--- config.mk ---
export PLATFORM = sky130hd
export DESIGN_NAME = wave_period_analyzer
export DESIGN_NICKNAME = d
export VERILOG_FILES = /design/src/rtl/wave_period_analyzer.sv
export SDC_FILE = /design/constraint.sdc
export NUM_CORES = 1
export LEC_CHECK = 0
export ABC_CLOCK_PERIOD_IN_PS = 5320
export CAP_MARGIN = 0
export CORE_ASPECT_RATIO = 1.4
export CORE_MARGIN = 4
export CORE_UTILIZATION = 35
export CTS_CLUSTER_SIZE = 16
export DETAILED_ROUTE_END_ITERATION = 8
export GPL_TIMING_DRIVEN = 0
export PLACE_DENSITY = 0.62
export RECOVER_POWER = 100
export SYNTH_ARGS = -nofsm -noshare
export SYNTH_HDL_FRONTEND = slang
export SYNTH_SLANG_ARGS = --single-unit
--- constraint.sdc ---
create_clock -name clk -period 5.32 [get_ports clk]
set_input_delay 0.798 -clock clk [delete_from_list [all_inputs] [get_ports clk]]
set_output_delay 0.798 -clock clk [all_outputs]
set_load 0.03 [all_outputs]
--- src/rtl/wave_period_analyzer.sv ---
// Measures period, peaks and half peak-to-peak amplitude of an offset-binary waveform,
// using rising midscale crossings with a hysteresis band.
module wave_period_analyzer #(
  parameter int unsigned MID   = 127,
  parameter int unsigned HYST  = 8,
  parameter int unsigned CNT_W = 16
) (
  input  logic             clk,
  input  logic             rst,
  input  logic [7:0]       sample_in,
  input  logic             sample_valid,
  output logic [CNT_W-1:0] period,
  output logic [7:0]       peak_max,
  output logic [7:0]       peak_min,
  output logic [7:0]       amplitude,
  output logic             meas_valid,
  output logic             locked,
  output logic             timeout
);

  localparam logic [7:0]       LO   = 8'(MID - HYST);
  localparam logic [7:0]       HI   = 8'(MID + HYST);
  localparam logic [CNT_W-1:0] CMAX = {CNT_W{1'b1}};
  localparam logic [CNT_W-1:0] ONE  = CNT_W'(1);

  typedef enum logic [1:0] {SYNC_LOW, SYNC_HIGH, MEAS_LOW, MEAS_HIGH} state_t;

  state_t           state_q, state_d;
  logic [CNT_W-1:0] cnt_q, cnt_d;
  logic [7:0]       run_max_q, run_max_d;
  logic [7:0]       run_min_q, run_min_d;
  logic [CNT_W-1:0] period_q, period_d;
  logic [7:0]       peak_max_q, peak_max_d;
  logic [7:0]       peak_min_q, peak_min_d;
  logic [7:0]       amplitude_q, amplitude_d;
  logic             meas_valid_q, meas_valid_d;
  logic             locked_q, locked_d;
  logic             timeout_q, timeout_d;

  logic       is_low, is_high;
  logic [7:0] upd_max, upd_min, span;

  assign is_low  = (sample_in <= LO);
  assign is_high = (sample_in >= HI);
  assign upd_max = (sample_in > run_max_q) ? sample_in : run_max_q;
  assign upd_min = (sample_in < run_min_q) ? sample_in : run_min_q;
  assign span    = run_max_q - run_min_q;

  always_comb begin
    state_d      = state_q;
    cnt_d        = cnt_q;
    run_max_d    = run_max_q;
    run_min_d    = run_min_q;
    period_d     = period_q;
    peak_max_d   = peak_max_q;
    peak_min_d   = peak_min_q;
    amplitude_d  = amplitude_q;
    meas_valid_d = 1'b0;
    locked_d     = locked_q;
    timeout_d    = 1'b0;

    if (sample_valid) begin
      case (state_q)
        SYNC_LOW: begin
          if (is_low) state_d = SYNC_HIGH;
        end
        SYNC_HIGH: begin
          if (is_high) begin
            cnt_d     = ONE;
            run_max_d = sample_in;
            run_min_d = sample_in;
            state_d   = MEAS_LOW;
          end
        end
        default: begin
          // A crossing at a saturated count still measures; only a non-crossing sample times out.
          if (state_q == MEAS_HIGH && is_high) begin
            period_d     = cnt_q;
            peak_max_d   = run_max_q;
            peak_min_d   = run_min_q;
            amplitude_d  = {1'b0, span[7:1]};
            meas_valid_d = 1'b1;
            locked_d     = 1'b1;
            cnt_d        = ONE;
            run_max_d    = sample_in;
            run_min_d    = sample_in;
            state_d      = MEAS_LOW;
          end else if (cnt_q == CMAX) begin
            timeout_d = 1'b1;
            locked_d  = 1'b0;
            cnt_d     = '0;
            state_d   = SYNC_LOW;
          end else begin
            cnt_d     = cnt_q + ONE;
            run_max_d = upd_max;
            run_min_d = upd_min;
            if (state_q == MEAS_LOW && is_low) state_d = MEAS_HIGH;
          end
        end
      endcase
    end
  end

  always_ff @(posedge clk) begin
    if (rst) begin
      state_q      <= SYNC_LOW;
      cnt_q        <= '0;
      run_max_q    <= '0;
      run_min_q    <= '0;
      period_q     <= '0;
      peak_max_q   <= '0;
      peak_min_q   <= '0;
      amplitude_q  <= '0;
      meas_valid_q <= 1'b0;
      locked_q     <= 1'b0;
      timeout_q    <= 1'b0;
    end else begin
      state_q      <= state_d;
      cnt_q        <= cnt_d;
      run_max_q    <= run_max_d;
      run_min_q    <= run_min_d;
      period_q     <= period_d;
      peak_max_q   <= peak_max_d;
      peak_min_q   <= peak_min_d;
      amplitude_q  <= amplitude_d;
      meas_valid_q <= meas_valid_d;
      locked_q     <= locked_d;
      timeout_q    <= timeout_d;
    end
  end

  assign period     = period_q;
  assign peak_max   = peak_max_q;
  assign peak_min   = peak_min_q;
  assign amplitude  = amplitude_q;
  assign meas_valid = meas_valid_q;
  assign locked     = locked_q;
  assign timeout    = timeout_q;

endmodule
After elaboration in Yosys (flattened, before gate mapping)
Index checks and enable logic that the tools add are counted.

word-level totals
  register bits = 76
  output and inout bits = 43

cells by class
  add/subtract/negate cells = 2
  magnitude comparators = 4
  equality and inequality tests = 7
  multiplexer cells = 23
  bitwise logic cells = 3
  reduce and logical (&&, ||, !) cells = 16

operators with widths
  operator                                                  count
  2-to-1 mux 8 bit                                          7
  2-to-1 mux 16 bit                                         3
  one-hot mux 16 bit (2 select lines)                       1
  one-hot mux 8 bit (2 select lines)                        2
  adder 16 x 1 -> 16 bit, second input constant             1
  equality test 16 bit, second input constant               1
  2-to-1 mux 2 bit                                          5
  AND reduction 5 bit                                       2
  AND reduction 3 bit                                       3
  greater-or-equal comparator 8 bit, second input constant  1
  > comparator 8 bit                                        1
  <= comparator 8 x 7 -> 1 bit, second input constant       1
  < comparator 8 bit                                        1
  subtractor 8 bit                                          1
  nonzero test 3 bit                                        2
  nonzero test 5 bit                                        1
  OR reduction 5 bit                                        1
  equality test 2 bit, second input constant                2
  2-to-1 mux 1 bit                                          4
  inequality test 2 bit, second input constant              2
  one-hot mux 2 bit (2 select lines)                        1
  AND reduction 4 bit                                       1
  OR reduction 4 bit                                        1
  inequality test 3 x 2 -> 1 bit, second input constant     1
  other kinds (6)                                           9

Logic depth before layout (Yosys ltp)
Gate-level depths: netlist (run 1).

  depth in word-level cells = 6
  mapped depth = 8
  gate-level depth less buffers = 8

Worst setup path before layout (run 1)
Ideal clock, no wire load.

  path type = input port to flip-flop
  start point = input sample_in[3]
  end point = register cnt_q[10]
  arrival = 2.234 ns
  data required time = 5.194 ns
  setup slack = 2.960 ns
  stages = 6
  path through = or4_4 -> o21a_4 -> o21ai_0 -> nor2_1 -> xnor2_1 -> nor2_1

between the ends
  cells in the longest elaborated chain, start to end = 4
  elaborated cells on any way between the ends = 6

ends and longest elaborated chain
  item                                   line  RTL
  start, declared                        10    input logic [7:0] sample_in,
  greater-or-equal comparator 8 bit (*)  44    assign is_high = (sample_in >= HI);
  logical AND 1 bit                      77    if (state_q == MEAS_HIGH && is_high) begin
  2-to-1 mux 16 bit                      77
  one-hot mux 16 bit (2 select lines)    63    case (state_q)
  end signal, assigned                   119   cnt_q <= cnt_d;
  end, declared                          29    logic [CNT_W-1:0] cnt_q, cnt_d;

Every way passes the cells marked *; elsewhere a longest branch is shown, timed or not.
A chain may end at the register's enable or synchronous reset.

Worst setup path in the final report (run 1)
  start point = input sample_in[4]
  end point = register run_min_q[6]

between the ends
  cells in the longest elaborated chain, start to end = 4
  elaborated cells on any way between the ends = 9

ends and longest elaborated chain
  item                                                                                               line  RTL
  greater-or-equal comparator 8 bit                                                                  44
  logical AND 1 bit                                                                                  77
  inequality test 3 x 2 -> 1 bit (no source line) (tied with other cells)                            --
  AND reduction 5 bit (no source line) / one-hot mux 8 bit (2 select lines) (equally long branches)  --
  end signal, assigned                                                                               121   run_min_q <= run_min_d;
  end, declared                                                                                      31    logic [7:0] run_min_q, run_min_d;

Several ways; a longest one is shown, not always the timed one.

==> run_results.csv, run 1 <==
group,metric,value,unit
placement,dp.cells,640,
clocking,cts_max_level,3,
power_and_ir_drop,finalPower,0.00134,W
critical_path,r2r_end,"run_min_q[6]$_SDFFE_PP0P_",
drt,vias,3276,
global_route,antenna_found_initial,0,
global_route,grtUsageTotal,0.162,
synth,synthArstFlopShare,0,
sta,timing.final.crit_period,3.91,ns
critical_path,required,5.58,ns
job,cap_violations,0,
synth,yosysSeqAreaShare,0.407,
global_route,grt_pass1_vias,3166,
global_route,grt_pass1_wl,15200,um
hold_path,min_from,"peak_max[6]$_SDFFE_PP0P_",
clocking,cts_hold_buf,0,
critical_path,timing.rr.start,"cnt_q[2]$_SDFFE_PP0P_",
final_layout,final_area,0.00468,mm^2
sta,hold_viol_final,0,
clocking,cts_setup_buffers,0,
synth,synth_edf_count,0,
final_layout,regArea,0.00152,mm^2
floorplanning,die_w,95.4,um
synth,synth-seq-cells,76,
drt,vias_per_cell,4.99,
final_layout,drive_above_1_share,0.0579,
final_layout,fin_util,0.450,
clocking,clock-sinks,76,
synth,synth_cells,450,
global_route,grt-ovfl-total,0,
final_layout,multi_input_comb_area,0.00200,mm^2
floorplanning,std_cell_rows,44,
hold_path,min_path_cells,2,
critical_path,cp.arrival,4.17,ns
drt,drtIter0Drc,109,
sta,fin_skew,0.00407,ns
clocking,tritoncts,"built",
critical_path,r2r_cells,5,
synth,synth.distinct_cells,55,
power_and_ir_drop,power.leakage,1.89,nW
critical_path,critPathKind,"in -> reg",
hold_path,holdCritPathClass,"reg -> reg",
sta,tns,0,ns
clocking,cts_buffers,9,
placement,gp_congestion,0.918,
power_and_ir_drop,p_per_area,287,mW/mm^2
critical_path,worst-path-stages,6,
drt,drc,0,
final_layout,num_antenna_cells,0,
sta,final-setup-viol-count,0,
sta,fmax,0.255,GHz
drt,drt_pass1_iterations,4,
critical_path,crit_chain,"dlygate4sd3_1, or4_1, o21ai_0, nand2_4, a31oi_1, mux2i_1",
drt,totalWireLength,9520,um
critical_path,crit_slowest_cell,"a31oi_1",
placement,hpwl,7380,um
critical_path,end_kind,"flop",
global_route,grt_max_degree,13,
clocking,cts.repair.resized,0,
floorplanning,die_h,130,um
synth,netlist_area,0.00374,mm^2
critical_path,crit_fanout,8,
synth,synth_area_per_cell,8.32,um^2
placement,portBuffers,52,
clocking,clock_tree.buffer_depth,2,
drt,final_antenna_net_count,0,
sta,slew_viol_final,0,
clocking,clk_pin_slew,0.05,ns
final_layout,nFillCells,1045,
critical_path,critPathBufInv,1,
sta,rsz0062_at_grt,"false",
floorplanning,core_area,0.0104,mm^2
final_layout,final_nets,547,
critical_path,reg2reg_slack,2.68,ns
floorplanning,ios,54,
run_status,status,"complete, no violations",
floorplanning,fp.dieArea,0.0124,mm^2
placement,placed_cell_area,0.00444,mm^2
sta,tightest_slew,1.28,ns
final_layout,fin_cells,656,
clocking,clockRootBuffer,"clkbuf_16",
sta,relSlewSlack,0.145,
critical_path,crit_family,"compound AO/OA/AOI/OAI gates",
drt,routedWlPerCell,14.5,um
synth,synthFlopType,"dfxtp_1",
power_and_ir_drop,ir_drop,0.000144,V
critical_path,slowest_delay,0.94,ns
floorplanning,start_util,0.360,
clocking,insertion_delay,0.34,ns
hold_path,hold_end,"peak_max[6]$_SDFFE_PP0P_",
synth,syn-num-nets,484,
synth,yosysWarningCount,0,
critical_path,cp-start-kind,"input pin",
final_layout,syn2layout_area_growth,25.1,%
sta,fin_crit_sh,0.736,
==> registers in the layout, indices dropped and copies added (netlist names) <==
signal      cells
run_min_q       8
run_max_q       8
cnt_q          16
peak_min        8
amplitude       7
state_q         2
meas_valid      1
timeout         1
locked          1
period         16
peak_max        8
==> stage by stage <==
stage / hold slack, ns / worst slack, ns
3_5_place_dp: 0.446 / 2.09
6_report: 0.450 / 1.41
2_1_floorplan: 0.445 / 2.96
4_1_cts: 0.454 / 2.45
5_1_grt: 0.465 / 1.31
3_3_place_gp: 0.445 / 2.11
==> synthesized netlist by cell type, types with 2 or more instances <==
cell type,number,area share
a21oi_1,51,0.068
o21ai_0,11,0.015
xnor2_1,7,0.016
inv_1,18,0.018
nor3_1,6,0.0080
nand2_1,116,0.12
buf_4,5,0.010
xor2_1,6,0.014
nand4_1,7,0.012
nand3_1,12,0.016
a211oi_1,2,0.0040
ha_1,22,0.074
nand2b_1,4,0.0067
nor4b_1,2,0.0047
dfxtp_1,76,0.41
and3_1,3,0.0050
clkbuf_1,12,0.012
nand4_2,2,0.0067
and3_2,2,0.0040
mux2i_1,17,0.045
nor2b_1,4,0.0067
a31oi_1,3,0.0050
nor2_1,26,0.026
a21o_1,4,0.0080
or3_1,2,0.0033
==> layout make-up <==
class / count / share of cell area
well taps: 138 / 0.0369
plain buffers: 20 / 0.0179
flip-flops and latches: 76 / 0.325
repair buffers: 52 / 0.111
multi-input cells: 336 / 0.427
inverters: 18 / 0.0144
clock buffers: 11 / 0.0518
clock inverters: 5 / 0.0160
==> placed cells by master, fill, tap and decap left out, types with 2 or more instances in the layout <==
cell / n
dfxtp_1: 76
dlygate4sd3_1: 44
o21ai_0: 12
nor4b_1: 2
clkinv_2: 3
nor2b_1: 4
clkbuf_16: 9
nor2_1: 27
nand4_2: 2
nand4_1: 7
or3_1: 2
xnor2_1: 7
and3_2: 2
nand2_1: 116
nand3_1: 12
a31oi_1: 4
a211oi_1: 2
clkbuf_1: 18
bufinv_16: 2
ha_1: 22
mux2i_1: 17
a21oi_1: 51
a21o_1: 4
buf_4: 2
xor2_1: 6
clkdlybuf4s50_1: 8
inv_1: 18
nor3_1: 6
o211ai_1: 2
and3_1: 3
nand2b_1: 4
==> cell families (layout without fill, tap and decap cells) <==
family	after synthesis	in the layout	synth area share
xor gates and xnor gates	13	13	0.0304
AOI/OAI and AO/OA	87	87	0.151
other	1	1	0.00100
muxes	17	17	0.0455
buffers and inverters	38	106	0.0458
and+or+nand+nor	195	195	0.241
DFF	76	76	0.407
adders and majority gates	23	23	0.0789
==> worst reg2reg max path: stages (launching register included) <==
cell	delay (ns)
dfxtp_1	0.45
nand4_2	0.22
nor4_4	0.56
nor2_1	0.08
a31oi_1	0.96
mux2i_1	0.29
==> metal layers <==
layer	up-vias	wire length, um	global-route usage
met4	0	298	0.0888
met2	67	5170	0.295
met5	-	0	0
li1	1660	-	-
met3	24	436	0.0398
met1	1525	3620	0.167
==> worst max path at each step <==
stage	start	end
global route	sample_in[4]	run_min_q[7]$_SDFFE_PP0P_
global placement	sample_in[3]	peak_min[3]$_SDFFE_PP0P_
CTS	sample_in[7]	run_max_q[6]$_SDFFE_PP0P_
floorplan	sample_in[3]	cnt_q[10]$_SDFFE_PP0P_
detailed placement	sample_in[7]	run_max_q[5]$_SDFFE_PP0P_
finish	sample_in[4]	run_min_q[6]$_SDFFE_PP0P_
==> report_power, final <==
| part | internal (W) | switching [W] | leakage, nW |
|---|---|---|---|
| combinational | 0.0000432 | 0.0000665 | 1.12 |
| clock | 0.000421 | 0.000231 | 0.159 |
| sequential | 0.000575 | 0.00000634 | 0.613 |
| total | 0.00104 | 0.000304 | 1.89 |
Note: power is estimated with default switching activity, not from simulation.
==> inputs of run 2 (changes only) <==
--- a/config.mk
+++ b/config.mk
@@ -5,7 +5,7 @@
 export SDC_FILE = /design/constraint.sdc
 export NUM_CORES = 1
 export LEC_CHECK = 0
-export ABC_CLOCK_PERIOD_IN_PS = 5320
+export ABC_CLOCK_PERIOD_IN_PS = 3200
 export CAP_MARGIN = 0
 export CORE_ASPECT_RATIO = 1.4
 export CORE_MARGIN = 4
@@ -13,7 +13,7 @@
 export CTS_CLUSTER_SIZE = 16
 export DETAILED_ROUTE_END_ITERATION = 8
 export GPL_TIMING_DRIVEN = 0
-export PLACE_DENSITY = 0.62
+export PLACE_DENSITY = 0.64
 export RECOVER_POWER = 100
 export SYNTH_ARGS = -nofsm -noshare
 export SYNTH_HDL_FRONTEND = slang
==> constraint.sdc (replaced) <==
create_clock -name clk -period 3.2 [get_ports clk]
set_input_delay 0.48 -clock clk [delete_from_list [all_inputs] [get_ports clk]]
set_output_delay 0.48 -clock clk [all_outputs]
set_load 0.03 [all_outputs]
==> run_results.csv, run 2 (synthesis gave the netlist of run 1 again) <==
group,metric,value,unit
floorplanning,fp.dieArea,0.0124,mm^2
floorplanning,die_w,95.4,um
sta,fmax,0.355,GHz
global_route,antenna_found_initial,0,
sta,slew_viol_final,0,
hold_path,holdCritPathClass,"reg -> reg",
clocking,cts.repair.resized,0,
final_layout,final_area,0.00474,mm^2
drt,routedWlPerCell,14.5,um
clocking,clock-sinks,76,
critical_path,crit_fanout,8,
global_route,grt_pass1_wl,15700,um
run_status,status,"complete, no violations",
floorplanning,core_area,0.0104,mm^2
sta,relSlewSlack,0.412,
clocking,tritoncts,"built",
final_layout,fin_util,0.456,
sta,hold_viol_final,0,
final_layout,num_antenna_cells,0,
clocking,insertion_delay,0.33,ns
placement,portBuffers,52,
clocking,clk_pin_slew,0.05,ns
clocking,cts_buffers,9,
final_layout,final_nets,547,
power_and_ir_drop,power.leakage,1.92,nW
clocking,cts_hold_buf,0,
final_layout,final_common_cell,"nand2_1",
drt,drc,0,
critical_path,required,3.45,ns
critical_path,end_kind,"flop",
global_route,grt_max_degree,13,
final_layout,syn2layout_area_growth,26.6,%
placement,gp_congestion,0.878,
sta,rsz0062_at_grt,"false",
sta,final-setup-viol-count,0,
drt,totalWireLength,9510,um
placement,hpwl,7270,um
critical_path,critPathKind,"in -> reg",
global_route,grtUsageTotal,0.164,
clocking,cts_max_level,3,
power_and_ir_drop,ir_drop,0.000298,V
job,cap_violations,0,
drt,final_antenna_net_count,0,
critical_path,cp-start-kind,"input pin",
drt,drt_pass1_iterations,4,
final_layout,drive_above_1_share,0.0598,
drt,vias_per_cell,5.05,
critical_path,cp.arrival,3.07,ns
placement,dp.cells,640,
floorplanning,start_util,0.360,
final_layout,fin_cells,656,
power_and_ir_drop,p_per_area,504,mW/mm^2
sta,fin_crit_sh,0.879,
clocking,clockRootBuffer,"clkbuf_16",
floorplanning,die_h,130,um
floorplanning,std_cell_rows,44,
sta,fin_skew,0.00573,ns
sta,timing.final.crit_period,2.81,ns
global_route,grt-ovfl-total,0,
drt,vias,3310,
placement,placed_cell_area,0.00444,mm^2
floorplanning,ios,54,
global_route,grt_pass1_vias,3275,
final_layout,final_cell_mix,"nand2_1 (116), dfxtp_1 (76), a21oi_1 (51)",
clocking,cts_setup_buffers,0,
sta,tightest_slew,0.880,ns
sta,tns,0,ns
drt,drtIter0Drc,131,
clocking,clock_tree.buffer_depth,2,
## run 2: layout make-up
cell class	count	area, um^2
Tap cell	138	173
Clock buffer	12	246
Fill cell	1036	5670
Sequential cell	76	1520
Inverter	18	67.6
Buffer	20	97.6
Timing Repair Buffer	52	520
Multi-Input combinational cell	336	1990
Clock inverter	4	120
## run 2: metal layers
metal,track usage,up-vias,wire length (um)
met5,0,-,0
met1,0.178,1562,3710
met3,0.0352,23,342
met2,0.292,68,5030
met4,0.0921,0,415
li1,-,1657,-
## run 2: path summary, 6_finish.rpt
check | from | to | slack, ns | depth (start not counted)
worst max-delay path | sample_in[3] | run_min_q[6]$_SDFFE_PP0P_ | 0.39 | 6
worst max register to register | run_max_q[1]$_SDFFE_PP0P_ | run_max_q[0]$_SDFFE_PP0P_ | 0.83 | 8
worst min-delay path | peak_max[6]$_SDFFE_PP0P_ | peak_max[6]$_SDFFE_PP0P_ | 0.45 | 2
worst min register to register | peak_max[6]$_SDFFE_PP0P_ | peak_max[6]$_SDFFE_PP0P_ | 0.45 | 2
## run 2: power breakdown
part / total [W] / leakage (nW) / switching (W) / internal (W)
registers: 0.000966 / 0.613 / 0.0000104 / 0.000956
clock network: 0.00124 / 0.177 / 0.000378 / 0.000862
logic: 0.000182 / 1.13 / 0.000111 / 0.0000708
## run 2: worst max-delay path: stages
cell,delay (ns)
clkdlybuf4s50_1,0.52
or4_4,0.60
o21ai_1,0.43
nand2_4,0.14
a31oi_2,0.60
mux2i_1,0.27
## run 2: through the flow
| step | power, W | hold WS, ns | setup slack (ns) |
|---|---|---|---|
| global placement | 0.00117 | 0.444 | 0.285 |
| detailed placement | 0.00118 | 0.447 | 0.262 |
| floorplan | 0.00111 | 0.445 | 1.16 |
| CTS | 0.00242 | 0.454 | 0.598 |
| global route | 0.00248 | 0.471 | 0.240 |
| finish | 0.00239 | 0.448 | 0.387 |
